===== src/rtl/booth_addsub_pipe_if.sv =====
// Handshake/data bundle for booth_addsub_pipe: operand beat in, result beat out.
// The slave modport is the unit itself; the master modport is whoever feeds and drains it.
interface booth_addsub_pipe_if #(
    parameter int WIDTH = 16
);
    logic             in_valid;
    logic             in_ready;
    logic [1:0]       in_op;
    logic [WIDTH-1:0] in_x;
    logic [WIDTH-1:0] in_y;
    logic             out_valid;
    logic             out_ready;
    logic [WIDTH-1:0] out_res;
    logic             out_carry;
    logic             out_ovf;

    modport slave (
        input  in_valid, in_op, in_x, in_y, out_ready,
        output in_ready, out_valid, out_res, out_carry, out_ovf
    );

    modport master (
        output in_valid, in_op, in_x, in_y, out_ready,
        input  in_ready, out_valid, out_res, out_carry, out_ovf
    );
endinterface


===== src/rtl/booth_addsub_pipe.sv =====
// Pipelined XOR/ADD/SUB/RSUB unit: one carry segment per stage, elastic valid/ready per stage.
// Optional saturation on signed overflow when BOOTH_ADDSUB_SAT_EN is defined.
module booth_addsub_pipe #(
    parameter int WIDTH  = 16,
    parameter int STAGES = 4
) (
    input  logic                clk,
    input  logic                rst,
    booth_addsub_pipe_if.slave  bus
);
    localparam int SEG  = WIDTH / STAGES;
    localparam int LAST = STAGES - 1;

    localparam logic [1:0] OP_XOR  = 2'b00;
    localparam logic [1:0] OP_SUB  = 2'b10;
    localparam logic [1:0] OP_RSUB = 2'b11;

    // Per-stage registers
    logic [STAGES-1:0] valid_reg;
    logic [STAGES-1:0] carry_reg;
    logic [WIDTH-1:0]  a_reg   [STAGES];
    logic [WIDTH-1:0]  b_reg   [STAGES];
    logic [WIDTH-1:0]  sum_reg [STAGES];
    logic [1:0]        op_reg  [STAGES];
    logic              ovf_reg;

    // What each stage would load this cycle
    logic [STAGES:0]   ready;
    logic [STAGES-1:0] src_valid;
    logic [STAGES-1:0] src_carry;
    logic [STAGES-1:0] carry_next;
    logic [WIDTH-1:0]  src_a    [STAGES];
    logic [WIDTH-1:0]  src_b    [STAGES];
    logic [WIDTH-1:0]  src_sum  [STAGES];
    logic [WIDTH-1:0]  sum_next [STAGES];
    logic [1:0]        src_op   [STAGES];

    logic [WIDTH-1:0]  cond_a;
    logic [WIDTH-1:0]  cond_b;
    logic              cond_cin;
    logic              msb_cin;
    logic              ovf_next;
    logic [WIDTH-1:0]  res_next;

    // Subtraction becomes a + ~b + 1; RSUB just swaps which operand is inverted.
    always_comb begin
        cond_a   = bus.in_x;
        cond_b   = bus.in_y;
        cond_cin = 1'b0;
        case (bus.in_op)
            OP_SUB: begin
                cond_b   = ~bus.in_y;
                cond_cin = 1'b1;
            end
            OP_RSUB: begin
                cond_a   = bus.in_y;
                cond_b   = ~bus.in_x;
                cond_cin = 1'b1;
            end
            default: ;
        endcase
    end

    // Ready ripples backwards from the sink so a drained stage frees its upstream neighbour at once.
    always_comb begin
        ready         = '0;
        ready[STAGES] = bus.out_ready;
        for (int k = STAGES - 1; k >= 0; k--) begin
            ready[k] = !valid_reg[k] || ready[k+1];
        end
    end

    generate
        for (genvar gi = 0; gi < STAGES; gi++) begin : g_stage
            logic [SEG:0]     seg_add;
            logic [SEG-1:0]   seg_xor;
            logic [WIDTH-1:0] merged;

            if (gi == 0) begin : g_src_in
                assign src_valid[gi] = bus.in_valid;
                assign src_a[gi]     = cond_a;
                assign src_b[gi]     = cond_b;
                assign src_sum[gi]   = '0;
                assign src_carry[gi] = cond_cin;
                assign src_op[gi]    = bus.in_op;
            end else begin : g_src_reg
                assign src_valid[gi] = valid_reg[gi-1];
                assign src_a[gi]     = a_reg[gi-1];
                assign src_b[gi]     = b_reg[gi-1];
                assign src_sum[gi]   = sum_reg[gi-1];
                assign src_carry[gi] = carry_reg[gi-1];
                assign src_op[gi]    = op_reg[gi-1];
            end

            assign seg_add = {1'b0, src_a[gi][gi*SEG +: SEG]}
                           + {1'b0, src_b[gi][gi*SEG +: SEG]}
                           + {{SEG{1'b0}}, src_carry[gi]};
            assign seg_xor = src_a[gi][gi*SEG +: SEG] ^ src_b[gi][gi*SEG +: SEG];

            always_comb begin
                merged = src_sum[gi];
                merged[gi*SEG +: SEG] = (src_op[gi] == OP_XOR) ? seg_xor : seg_add[SEG-1:0];
            end

            assign sum_next[gi]   = merged;
            assign carry_next[gi] = (src_op[gi] != OP_XOR) && seg_add[SEG];
        end
    endgenerate

    // Carry into the MSB is recoverable from the MSB's own sum bit and operands.
    assign msb_cin  = src_a[LAST][WIDTH-1] ^ src_b[LAST][WIDTH-1] ^ sum_next[LAST][WIDTH-1];
    assign ovf_next = (src_op[LAST] != OP_XOR) && (msb_cin ^ carry_next[LAST]);

`ifdef BOOTH_ADDSUB_SAT_EN
    // On overflow both conditioned operands share a sign, which is the sign of the true result.
    always_comb begin
        res_next = sum_next[LAST];
        if (ovf_next) begin
            res_next = src_a[LAST][WIDTH-1] ? {1'b1, {(WIDTH-1){1'b0}}}
                                            : {1'b0, {(WIDTH-1){1'b1}}};
        end
    end
`else
    assign res_next = sum_next[LAST];
`endif

    always_ff @(posedge clk) begin
        if (rst) begin
            valid_reg <= '0;
            carry_reg <= '0;
            ovf_reg   <= 1'b0;
            for (int k = 0; k < STAGES; k++) begin
                a_reg[k]   <= '0;
                b_reg[k]   <= '0;
                sum_reg[k] <= '0;
                op_reg[k]  <= '0;
            end
        end else begin
            for (int k = 0; k < STAGES; k++) begin
                if (ready[k]) begin
                    valid_reg[k] <= src_valid[k];
                    a_reg[k]     <= src_a[k];
                    b_reg[k]     <= src_b[k];
                    sum_reg[k]   <= (k == LAST) ? res_next : sum_next[k];
                    op_reg[k]    <= src_op[k];
                    carry_reg[k] <= carry_next[k];
                end
            end
            if (ready[LAST]) begin
                ovf_reg <= ovf_next;
            end
        end
    end

    assign bus.in_ready  = ready[0] && !rst;
    assign bus.out_valid = valid_reg[LAST];
    assign bus.out_res   = sum_reg[LAST];
    assign bus.out_carry = carry_reg[LAST];
    assign bus.out_ovf   = ovf_reg;
endmodule


===== src/flat_wrapper.sv =====
// flat-port wrapper written by rule: the top's interface ports become plain ports
module booth_addsub_pipe_flat 
#(
    parameter int WIDTH  = 16,
    parameter int STAGES = 4
)
  (clk, rst, bus_in_valid, bus_in_op, bus_in_x, bus_in_y, bus_out_ready, bus_in_ready, bus_out_valid, bus_out_res, bus_out_carry, bus_out_ovf);
  booth_addsub_pipe_if #(.WIDTH(WIDTH)) bus_i ();
  input  logic clk;
  input  logic rst;
  input wire logic [$bits(bus_i.in_valid)-1:0] bus_in_valid;
  input wire logic [$bits(bus_i.in_op)-1:0] bus_in_op;
  input wire logic [$bits(bus_i.in_x)-1:0] bus_in_x;
  input wire logic [$bits(bus_i.in_y)-1:0] bus_in_y;
  input wire logic [$bits(bus_i.out_ready)-1:0] bus_out_ready;
  output wire logic [$bits(bus_i.in_ready)-1:0] bus_in_ready;
  output wire logic [$bits(bus_i.out_valid)-1:0] bus_out_valid;
  output wire logic [$bits(bus_i.out_res)-1:0] bus_out_res;
  output wire logic [$bits(bus_i.out_carry)-1:0] bus_out_carry;
  output wire logic [$bits(bus_i.out_ovf)-1:0] bus_out_ovf;
  assign bus_i.in_valid = bus_in_valid;
  assign bus_i.in_op = bus_in_op;
  assign bus_i.in_x = bus_in_x;
  assign bus_i.in_y = bus_in_y;
  assign bus_i.out_ready = bus_out_ready;
  assign bus_in_ready = bus_i.in_ready;
  assign bus_out_valid = bus_i.out_valid;
  assign bus_out_res = bus_i.out_res;
  assign bus_out_carry = bus_i.out_carry;
  assign bus_out_ovf = bus_i.out_ovf;
  booth_addsub_pipe #(.WIDTH(WIDTH), .STAGES(STAGES)) u_core (.clk(clk), .rst(rst), .bus(bus_i));
endmodule

===== config.mk =====
export PLATFORM = sky130hd
export DESIGN_NAME = booth_addsub_pipe_flat
export DESIGN_NICKNAME = d
export VERILOG_FILES = /design/src/rtl/booth_addsub_pipe_if.sv /design/src/rtl/booth_addsub_pipe.sv /design/src/flat_wrapper.sv
export SDC_FILE = /design/constraint.sdc
export NUM_CORES = 1
export LEC_CHECK = 0
export CORE_ASPECT_RATIO = 0.6
export CORE_MARGIN = 2
export CORE_UTILIZATION = 44
export CTS_CLUSTER_SIZE = 30
export DETAILED_ROUTE_END_ITERATION = 8
export GPL_ROUTABILITY_DRIVEN = 0
export PLACE_DENSITY = 0.65
export SYNTH_ARGS = -nofsm -noshare
export SYNTH_HDL_FRONTEND = slang
export SYNTH_SLANG_ARGS = --single-unit

===== constraint.sdc =====
create_clock -name clk -period 6.08 [get_ports clk]
set_input_delay 1.216 -clock clk [delete_from_list [all_inputs] [get_ports clk]]
set_output_delay 1.216 -clock clk [all_outputs]
set_load 0.01 [all_outputs]

Word-level counts from Yosys, hierarchy flattened:

Memory sizes are Yosys's and may differ from the RTL's.
Cells that the tools add are included.

* add/subtract/negate cells: 8
* multiply operators: 0
* div/mod/pow operators: 0
* magnitude comparators: 0
* equal/unequal tests: 2
* shift operators: 0
* muxes and demuxes: 37
* bitwise operators: 25
* reductions and logical operators: 24

Operators with widths (count)
* 16-bit two-way mux: 13
* 16-bit NOT: 2
* 16-bit case mux with 2 select lines: 1
* 4-bit by 4-bit adder with 5-bit output: 4
* 5-bit by 1-bit adder with 5-bit output: 4
* 4-bit two-way mux: 4
* 1-bit bitwise OR: 16
* 4-bit XOR: 4
* 1-bit two-way mux: 15
* 2-bit zero test: 4
* 2-bit two-way mux: 4
* 2-bit nonzero test: 4
* 1-bit logical AND: 6
* 1-bit zero test: 5
* 2-bit equality test (second input constant): 2
* 1-bit logical OR: 4
* 1-bit XOR: 3
* 2-bit OR reduction: 1

* register bits after elaboration: 9
* latch bits: 0
* bits in writable memories: 200
* memory bits (read-only): 0
* input port bits: 38
* output and inout bits: 20
* logic and storage cells: 109
* memories: 4

Memory list
* u_core.a_reg: depth 4, bits a word 16, read ports 3, clocked after Yosys merged registers in 0, write ports 4, RTL line booth_addsub_pipe.sv:21 `logic [WIDTH-1:0] a_reg [STAGES];`
* u_core.b_reg: depth 4, bits a word 16, read ports 3, clocked after Yosys merged registers in 0, write ports 4, RTL line booth_addsub_pipe.sv:22 `logic [WIDTH-1:0] b_reg [STAGES];`
* u_core.sum_reg: depth 4, bits a word 16, read ports 4, clocked after Yosys merged registers in 0, write ports 4, RTL line booth_addsub_pipe.sv:23 `logic [WIDTH-1:0] sum_reg [STAGES];`
* u_core.op_reg: depth 4, bits a word 2, read ports 3, clocked after Yosys merged registers in 0, write ports 4, RTL line booth_addsub_pipe.sv:24 `logic [1:0] op_reg [STAGES];`

Longest topological paths before layout:

Gate-level depths: netlist (run 1).

* depth in word-level cells: 9
* depth in mapped cells: 13
* depth with buffers taken out: 10

Worst setup path after synthesis (run 1):

No wires, ideal clock.

* path type: input-to-reg
* start point: in bus_in_op[0]
* end point: mem u_core.sum_reg[0][2], data pin
* library setup time: 257 ps
* data arrival time: 2903 ps
* path slack: 2920 ps
* stages on the path: 12
* buffers on the path: 3
* cell sequence: buf_2 and2_1 clkbuf_2 buf_2 nand2_1 nand2_1 ha_1 a21oi_2 fa_1 nor2_1 xnor2_1 nor2_1

RTL lines
* start: declaration: RTL line flat_wrapper.sv:12 `input wire logic [$bits(bus_i.in_op)-1:0] bus_in_op;`
* end: declaration: RTL line booth_addsub_pipe.sv:23

Worst setup path in the final report (run 1):

* start point: in bus_out_ready
* end point: out bus_in_ready

* word-level cells in the longest chain between the ends: 5

Ends and longest elaborated chain
* start: declaration: RTL line flat_wrapper.sv:15 `input wire logic [$bits(bus_i.out_ready)-1:0] bus_out_ready;`
* 1-bit logical OR (4 in a row): RTL line booth_addsub_pipe.sv:69 `ready[k] = !valid_reg[k] || ready[k+1];`
* 1-bit logical AND: RTL line booth_addsub_pipe.sv:155 `assign bus.in_ready = ready[0] && !rst;`
* end: declaration: RTL line flat_wrapper.sv:16 `output wire logic [$bits(bus_i.in_ready)-1:0] bus_in_ready;`

Every way passes these cells.

==> results of run 1 <==
## area by class of cell
| cell class | instances | area share |
|---|---|---|
| sequential | 103 | 0.503 |
| multi-input combinational | 284 | 0.302 |
| timing repair buffer | 58 | 0.0967 |
| clock buffer | 11 | 0.0406 |
| tap | 144 | 0.0302 |
| inverter | 23 | 0.0144 |
| clock inverter | 5 | 0.0136 |
## through the flow
stage	hold slack, ns	util	power, W	cells	worst slack (ns)
6_report	0.467	0.532	0.00159	628	1.54
5_1_grt	0.489	0.532	0.00167	628	1.39
4_1_cts	0.466	0.532	0.00161	628	1.51
3_5_place_dp	0.454	0.504	0.000999	612	1.54
3_3_place_gp	0.451	0.504	0.000995	612	1.60
2_1_floorplan	0.436	-	0.000936	431	2.92
## cells by family after synthesis
group / synth area share
compound gates: 0.0900
xor+xnor: 0.00699
fa+ha+maj: 0.0678
buf+inv: 0.0417
flops: 0.599
mux: 0.0167
simple gates: 0.178
## worst register-to-register path, delay by kind of cell (launching register included)
| family | cells | cell delay [ns] |
|---|---|---|
| AND/OR/NAND/NOR | 4 | 1.42 |
| flip-flops | 1 | 0.36 |
## cell usage after synthesis (all sizes together), types with 5 or more instances
master,instances
and2,54
or3,6
or2,7
nor2,40
fa,7
edfxtp,94
nor2b,8
nand2b,5
a211oi,12
o22ai,8
o21ai,8
inv,22
nand2,47
ha,16
a21oi,39
buf,13
dfxtp,9
mux2i,5
clkbuf,8
## worst max-delay path by stage
stage	from	end	slack [ns]
after floorplan	bus_in_op[0]	u_core.sum_reg[0][2]$_SDFFCE_PN0P_	2.92
after global placement	bus_out_ready	bus_in_ready	1.60
after detailed placement	bus_out_ready	bus_in_ready	1.54
after CTS	bus_out_ready	bus_in_ready	1.51
after global routing	bus_out_ready	bus_in_ready	1.39
final	bus_out_ready	bus_in_ready	1.54
## per-layer routing
layer | vias to the layer above | part of all wire
met4 | 0 | 0.014
met3 | 11 | 0.058
met2 | 113 | 0.36
met1 | 1368 | 0.56
met5 | - | 0
li1 | 1589 | -
## placed cells by master (no fill, tap or decap), types with 3 or more instances in the layout
master           count
edfxtp_1            94
clkdlybuf4s50_1     57
and2_1              54
nand2_1             46
nor2_1              38
a21oi_1             38
inv_1               21
ha_1                16
a211oi_1            12
clkbuf_16            9
dfxtp_1              9
nor2b_1              8
o22ai_1              8
o21ai_0              8
fa_1                 7
or2_2                6
or3_1                6
mux2i_1              5
nand2b_1             4
mux2_2               3
xnor2_1              3
## power by group
part           switching [W]  internal, W  total, W
Clock               0.000237     0.000372  0.000609
Sequential         0.0000127     0.000812  0.000825
Combinational      0.0000802    0.0000796  0.000160
==> results.json, run 1 <==
{
  "clock_latency_ns": 0.35,
  "synth_nets": 492,
  "via_per_inst": 4.91,
  "slowest_stage": "and4b_1",
  "largest_reg_flops": 40,
  "dr.pass1.iters": 6,
  "yosys-top-cells-area": "edfxtp_1, and2_1, ha_1",
  "worstHoldPathType": "flop to flop",
  "max_freq_mhz": 220,
  "cts_root_buf": "clkbuf_16",
  "wl_per_cell_um": 13.6,
  "skew_ns": 0.0103,
  "cts_num_sinks": 103,
  "clockBufferDepth": 2,
  "die_w_um": 142,
  "crit_cells": 6,
  "yosys_warnings": 0,
  "core_region_area_sq_um": 11200,
  "worst_pin_slew_ns": 1.19,
  "cts_resized": 0,
  "drc": 0,
  "synth_cell_type_count": 41,
  "antenna_found_initial": 0,
  "syn_area_sq_um": 5020,
  "drt-initial-drc-count": 152,
  "dieArea_sq_um": 12300,
  "reg2reg_slack_ns": 3.77,
  "cp.buffers_inverters": 3,
  "grt_pass1_wl_mm": 14.6,
  "syn_avg_cell_area_sq_um": 11.6,
  "nets": 540,
  "final_min_period_over_clock_period": 0.747,
  "cts_setup_buffers": 0,
  "use_met2": 0.201,
  "multiInputGateArea_sq_um": 1800,
  "rsz0062_at_grt": "false",
  "status": "completed",
  "h-tree-depth": 3,
  "hpwl_mm": 6.37,
  "grt-ovfl-total": 0,
  "synth-edff-count": 94,
  "ioPinCount": 58,
  "r2r_start": "u_core.valid_reg[3]$_SDFFE_PP0P_",
  "grt.total_usage": 0.156,
  "crit_top_cell": "clkdlybuf4s50_1",
  "place_area_sq_um": 5650,
  "reg2regPathDepth": 4,
  "critical_path_class": "input port to primary output",
  "async_reset_ff_frac": 0,
  "design_area_sq_um": 5980,
  "cp_top_family": "simple AND/OR/NAND/NOR gates",
  "drv_slew": 0,
  "start_util": 0.447,
  "leakage_nw": 2.36,
  "ys_seq_area_frac": 0.599,
  "grtUsageMet3": 0.0508,
  "setup_tns_ns": 0,
  "end_kind": "primary output",
  "fill_cells": 967,
  "drt-total-wl_mm": 8.53,
  "synth_ff_type": "edfxtp_1",
  "worstHoldStart": "u_core.carry_reg[3]$_SDFFE_PP0P_",
  "final_layout_size_suffix_gt1_frac": 0.0640,
  "diodes": 0,
  "seq_area_sq_um": 3000,
  "use_met1": 0.244,
  "critPathLaunchType": "input port",
  "synthesis.instances": 431,
  "hold_end": "u_core.carry_reg[3]$_SDFFE_PP0P_",
  "synth_top_area_share": 0.563,
  "timing_hold_violations_final": 0,
  "period_minus_slack_ns": 4.54,
  "numCtsBuffers": 9,
  "ant_nets": 0,
  "drv_cap": 0,
  "crit_fanout": 30,
  "synth-seq-cells": 103,
  "hold_buffers": 0,
  "synth_area_leader_cell": "edfxtp_1",
  "vias": 3081,
  "setup_violations": 0,
  "max_stage_delay_ns": 0.53,
  "grt_pass1_vias": 2943,
  "syn2layout_area_growth_pct": 19.1,
  "required_ns": 4.86,
  "worst_slew_margin_rel": 0.202,
  "path_clk_slew_ns": 0.06,
  "port_buffers": 57,
  "holdPathStages": 1,
  "irDropWorstVdd_v": 0.000137,
  "busiest_layer": "met1",
  "rows": 30,
  "r2r-end": "u_core.sum_reg[0][1]$_SDFFCE_PN0P_",
  "power_per_cell_area_nw_per_um2": 267,
  "grt_max_degree": 31,
  "die_h_um": 86.7,
  "cts_tree": "built",
  "arrival_ns": 3.33,
  "cp_cell_sequence": "clkdlybuf4s50_1 -> and4b_1 -> nand2_2 -> nand2b_2 -> inv_2 -> clkdlybuf4s50_1"
}
Note: power is estimated with default switching activity, not from simulation.
==> run 2, diff against run 1 <==
==> constraint.sdc (replaced) <==
create_clock -name clk -period 4.65 [get_ports clk]
set_input_delay 0.93 -clock clk [delete_from_list [all_inputs] [get_ports clk]]
set_output_delay 0.93 -clock clk [all_outputs]
set_load 0.01 [all_outputs]
==> results.json, run 2 (same netlist as run 1, synthesis figures left out) <==
{
  "clockBufferDepth": 2,
  "ioPinCount": 58,
  "hold_buffers": 0,
  "status": "completed",
  "diodes": 0,
  "worst_pin_slew_ns": 1.18,
  "rsz0062_at_grt": "false",
  "crit_cells": 6,
  "hpwl_mm": 6.58,
  "die_w_um": 142,
  "crit_fanout": 8,
  "multiInputGateArea_sq_um": 1800,
  "cts_setup_buffers": 0,
  "grt_pass1_wl_mm": 14.5,
  "final_cell_mix": "edfxtp_1, clkdlybuf4s50_1, and2_1",
  "reg2regPathDepth": 4,
  "critical_path_class": "input port to primary output",
  "max_freq_mhz": 280,
  "r2r_start": "u_core.valid_reg[3]$_SDFFE_PP0P_",
  "via_per_inst": 4.89,
  "drv_slew": 0,
  "die_h_um": 86.7,
  "period_minus_slack_ns": 3.57,
  "path_clk_slew_ns": 0.06,
  "setup_tns_ns": 0,
  "busiest_layer": "met1",
  "core_region_area_sq_um": 11200,
  "worstHoldPathType": "flop to flop",
  "wl_per_cell_um": 13.9,
  "required_ns": 3.72,
  "cp_cell_sequence": "clkdlybuf4s50_1 -> and4b_1 -> nand2_2 -> nand2b_2 -> inv_2 -> clkdlybuf4s50_1",
  "dr.pass1.iters": 4,
  "cts_root_buf": "clkbuf_16",
  "grt_max_degree": 31,
  "irDropWorstVdd_v": 0.000159,
  "final_layout_size_suffix_gt1_frac": 0.0678,
  "cts_num_sinks": 103,
  "startpoint": "bus_out_ready",
  "r2r-end": "u_core.a_reg[0][13]$_SDFFCE_PN0P_",
  "setup_violations": 0,
  "rows": 30,
  "numCtsBuffers": 9,
  "drv_cap": 0,
  "power_per_cell_area_nw_per_um2": 350,
  "largest_reg_flops": 40,
  "cp-endpoint": "bus_in_ready",
  "antenna_found_initial": 0,
  "grt_pass1_vias": 2924,
  "clock_latency_ns": 0.34,
  "hold_ws_ns": 0.460,
  "drc": 0,
  "power.total_w": 0.00210,
  "syn2layout_area_growth_pct": 19.7,
  "final_min_period_over_clock_period": 0.767,
  "grtUsageMet3": 0.0459,
  "seq_area_sq_um": 3000,
  "drt-initial-drc-count": 169,
  "use_met1": 0.237,
  "grt-ovfl-total": 0,
  "holdPathStages": 2,
  "nets": 543,
  "fill_cells": 967,
  "skew_ns": 0.00423,
  "place_area_sq_um": 5670,
  "crit_top_cell": "clkdlybuf4s50_1",
  "critPathLaunchType": "input port",
  "grt.total_usage": 0.154,
  "arrival_ns": 2.64,
  "ant_nets": 0,
  "worst_slew_margin_rel": 0.210,
  "cp_top_family": "buffers and inverters",
  "layout_commonest_cell": "edfxtp_1",
  "vias": 3083,
  "start_util": 0.447,
  "reg2reg_slack_ns": 2.37,
  "end_kind": "primary output",
  "design_area_sq_um": 6000,
  "slowest_stage": "and4b_1",
  "leakage_nw": 2.38,
  "port_buffers": 57,
  "cts_tree": "built",
  "use_met2": 0.202,
  "dieArea_sq_um": 12300,
  "h-tree-depth": 3,
  "cts_resized": 0,
  "timing_hold_violations_final": 0,
  "max_stage_delay_ns": 0.52,
  "drt-total-wl_mm": 8.75,
  "cp.buffers_inverters": 3
}
-- run 2: cell types whose count changed in the layout (fill, tap and decap cells not counted) --
cell      previous run  this run
buf_4                1         4
clkinv_2             1         0
clkinv_4             1         0
clkbuf_1             1         2
clkbuf_8             1         2
-- run 2: how the worst min path moves through the flow --
| stage | from | endpoint | slack [ns] |
|---|---|---|---|
| after floorplan | u_core.carry_reg[1]$_SDFFE_PP0P_ | u_core.carry_reg[1]$_SDFFE_PP0P_ | 0.44 |
| after global placement | u_core.carry_reg[1]$_SDFFE_PP0P_ | u_core.carry_reg[1]$_SDFFE_PP0P_ | 0.45 |
| after detailed placement | u_core.carry_reg[1]$_SDFFE_PP0P_ | u_core.carry_reg[1]$_SDFFE_PP0P_ | 0.45 |
| after CTS | u_core.carry_reg[1]$_SDFFE_PP0P_ | u_core.carry_reg[1]$_SDFFE_PP0P_ | 0.46 |
| after global routing | u_core.carry_reg[1]$_SDFFE_PP0P_ | u_core.carry_reg[1]$_SDFFE_PP0P_ | 0.47 |
| final | u_core.carry_reg[1]$_SDFFE_PP0P_ | u_core.carry_reg[1]$_SDFFE_PP0P_ | 0.46 |
-- run 2: worst min-delay path: cells and delay by family, from the launching register on --
| family | cells | cell delay, ns |
|---|---|---|
| DFF | 1 | 0.31 |
| AOI/OAI and AO/OA | 1 | 0.05 |
| and+or+nand+nor | 1 | 0.05 |
-- run 2: power by group --
part	internal [W]	switching, W
sequential	0.00106	0.0000164
combinational	0.000106	0.000106
clock	0.000501	0.000309
-- run 2: routing by layer --
metal  vias up  share of wire
met4         0          0.017
met3        13          0.070
li1       1588              -
met1      1363           0.54
met5         -              0
met2       119           0.37
-- run 2: per-stage QoR --
stage	worst slack (ns)	utilization	std cells
2_1_floorplan	1.78	-	431
3_3_place_gp	0.909	0.506	615
3_5_place_dp	0.813	0.506	615
4_1_cts	1.08	0.535	631
5_1_grt	0.881	0.535	631
6_report	1.08	0.535	631
-- run 2: layout make-up --
| cell class | count | share of cell area |
|---|---|---|
| Sequential cell | 103 | 0.500 |
| Inverter | 23 | 0.0144 |
| Clock buffer | 13 | 0.0434 |
| Tap cell | 144 | 0.0300 |
| Clock inverter | 3 | 0.0113 |
| Timing Repair Buffer | 61 | 0.100 |
| Multi-Input combinational cell | 284 | 0.301 |
==> run 3, diff against run 2 <==
==> constraint.sdc (replaced) <==
create_clock -name clk -period 3.35 [get_ports clk]
set_input_delay 0.67 -clock clk [delete_from_list [all_inputs] [get_ports clk]]
set_output_delay 0.67 -clock clk [all_outputs]
set_load 0.01 [all_outputs]
==> results.json, run 3 (same netlist as run 1, synthesis figures left out) <==
{
  "status": "completed",
  "die_h_um": 86.7,
  "final_layout_size_suffix_gt1_frac": 0.0766,
  "path_clk_slew_ns": 0.06,
  "p_int_w": 0.00212,
  "slowest_stage": "clkdlybuf4s50_1",
  "numCtsBuffers": 9,
  "hold_ws_ns": 0.456,
  "drv_cap": 0,
  "cts_setup_buffers": 0,
  "vias": 3048,
  "grt.total_usage": 0.152,
  "worstHoldPathType": "flop to flop",
  "clockBufferDepth": 2,
  "required_ns": 2.68,
  "nets": 552,
  "diodes": 0,
  "ioPinCount": 58,
  "drt-total-wl_mm": 8.52,
  "rows": 30,
  "period_minus_slack_ns": 2.92,
  "core_region_area_sq_um": 11200,
  "r2r_start": "u_core.a_reg[0][44]$_SDFFCE_PN0P_",
  "drc": 0,
  "max_freq_mhz": 343,
  "power_per_cell_area_nw_per_um2": 450,
  "via_per_inst": 4.76,
  "post-place-ws_ns": 0.385,
  "worst_pin_slew_ns": 0.916,
  "drv_slew": 0,
  "worstHoldStart": "u_core.carry_reg[2]$_SDFFE_PP0P_",
  "largest_reg_flops": 40,
  "hpwl_mm": 6.48,
  "cts_tree": "built",
  "final_cells": 640,
  "skew_ns": 0.00573,
  "final_min_period_over_clock_period": 0.870,
  "layout_commonest_cell": "edfxtp_1",
  "startpoint": "bus_out_ready",
  "cts_num_sinks": 103,
  "grt-ovfl-total": 0,
  "cts_root_buf": "clkbuf_16",
  "grt_max_degree": 31,
  "power_frac_seq": 0.554,
  "crit_fanout": 3,
  "dr.pass1.iters": 4,
  "critical_path_class": "input port to primary output",
  "wl_per_cell_um": 13.3,
  "port_buffers": 57,
  "grt_pass1_vias": 2900,
  "cts_resized": 0,
  "dieArea_sq_um": 12300,
  "setup_slack_ns": 0.434,
  "dpl.cell_count": 624,
  "final_cell_mix": "edfxtp_1, clkdlybuf4s50_1, and2_1",
  "antenna_found_initial": 0,
  "final_core_util": 0.534,
  "pwr-share-comb": 0.110,
  "setup_tns_ns": 0,
  "arrival_ns": 2.25,
  "syn2layout_area_growth_pct": 19.5,
  "leakage_nw": 2.39,
  "drt-initial-drc-count": 113,
  "end_kind": "primary output",
  "worst_slew_margin_rel": 0.389,
  "critPathLaunchType": "input port",
  "clockPowerShare": 0.335,
  "irDropWorstVdd_v": 0.000233,
  "clock_latency_ns": 0.35,
  "swShare": 0.214,
  "setup_violations": 0,
  "crit_top_cell": "clkdlybuf4s50_1",
  "rsz0062_at_grt": "false",
  "start_util": 0.447,
  "hold_buffers": 0,
  "h-tree-depth": 3,
  "die_w_um": 142,
  "timing_hold_violations_final": 0,
  "cp_cell_sequence": "clkdlybuf4s50_1 -> and4b_1 -> nand2_2 -> nand2b_2 -> inv_2 -> clkdlybuf4s50_1",
  "p_sw_w": 0.000577,
  "ant_nets": 0,
  "grt_pass1_wl_mm": 14.4,
  "max_stage_delay_ns": 0.54
}
run 3: final cells by class:
cell class	instances	area [sq um]
fill	929	5230
sequential	103	3000
multi-input combinational	284	1800
timing repair buffer	70	668
clock buffer	13	240
tap	144	180
inverter	23	86.3
clock inverter	3	12.5
run 3: power groups by stage:
stage / Combinational, W / Sequential (W) / Clock [W]
after CTS: 0.000299 / 0.00150 / 0.000929
after floorplan: 0.000179 / 0.00152 / 0
after detailed placement: 0.000296 / 0.00152 / 0
after global placement: 0.000290 / 0.00152 / 0
after global routing: 0.000335 / 0.00150 / 0.000971
final: 0.000298 / 0.00150 / 0.000905
run 3: worst paths after layout:
| check | end | slack (ns) | cells after the start |
|---|---|---|---|
| setup / recovery | bus_in_ready | 0.43 | 6 |
| hold / removal | u_core.carry_reg[2]$_SDFFE_PP0P_ | 0.46 | 2 |
| setup reg to reg | u_core.bus.out_ovf$_SDFFE_PP0P_ | 1.23 | 6 |
| hold reg to reg | u_core.carry_reg[2]$_SDFFE_PP0P_ | 0.46 | 2 |
run 3: through the flow:
step	area (sq um)	power (W)
CTS	5990	0.00273
detailed placement	5740	0.00182
floorplan	5020	0.00170
finish	5990	0.00270
global placement	5740	0.00181
global route	5990	0.00281
run 3: routing by layer:
metal	up-vias	track usage	routed length [um]
met5	-	0	0
met4	0	0.0573	135
met3	11	0.0464	515
met2	94	0.199	3140
met1	1333	0.233	4720
li1	1610	-	-
run 3: worst max-delay path: cells and delay by family:
kind          cells  cell delay, ns
buf+inv           3            1.12
simple gates      3            0.45
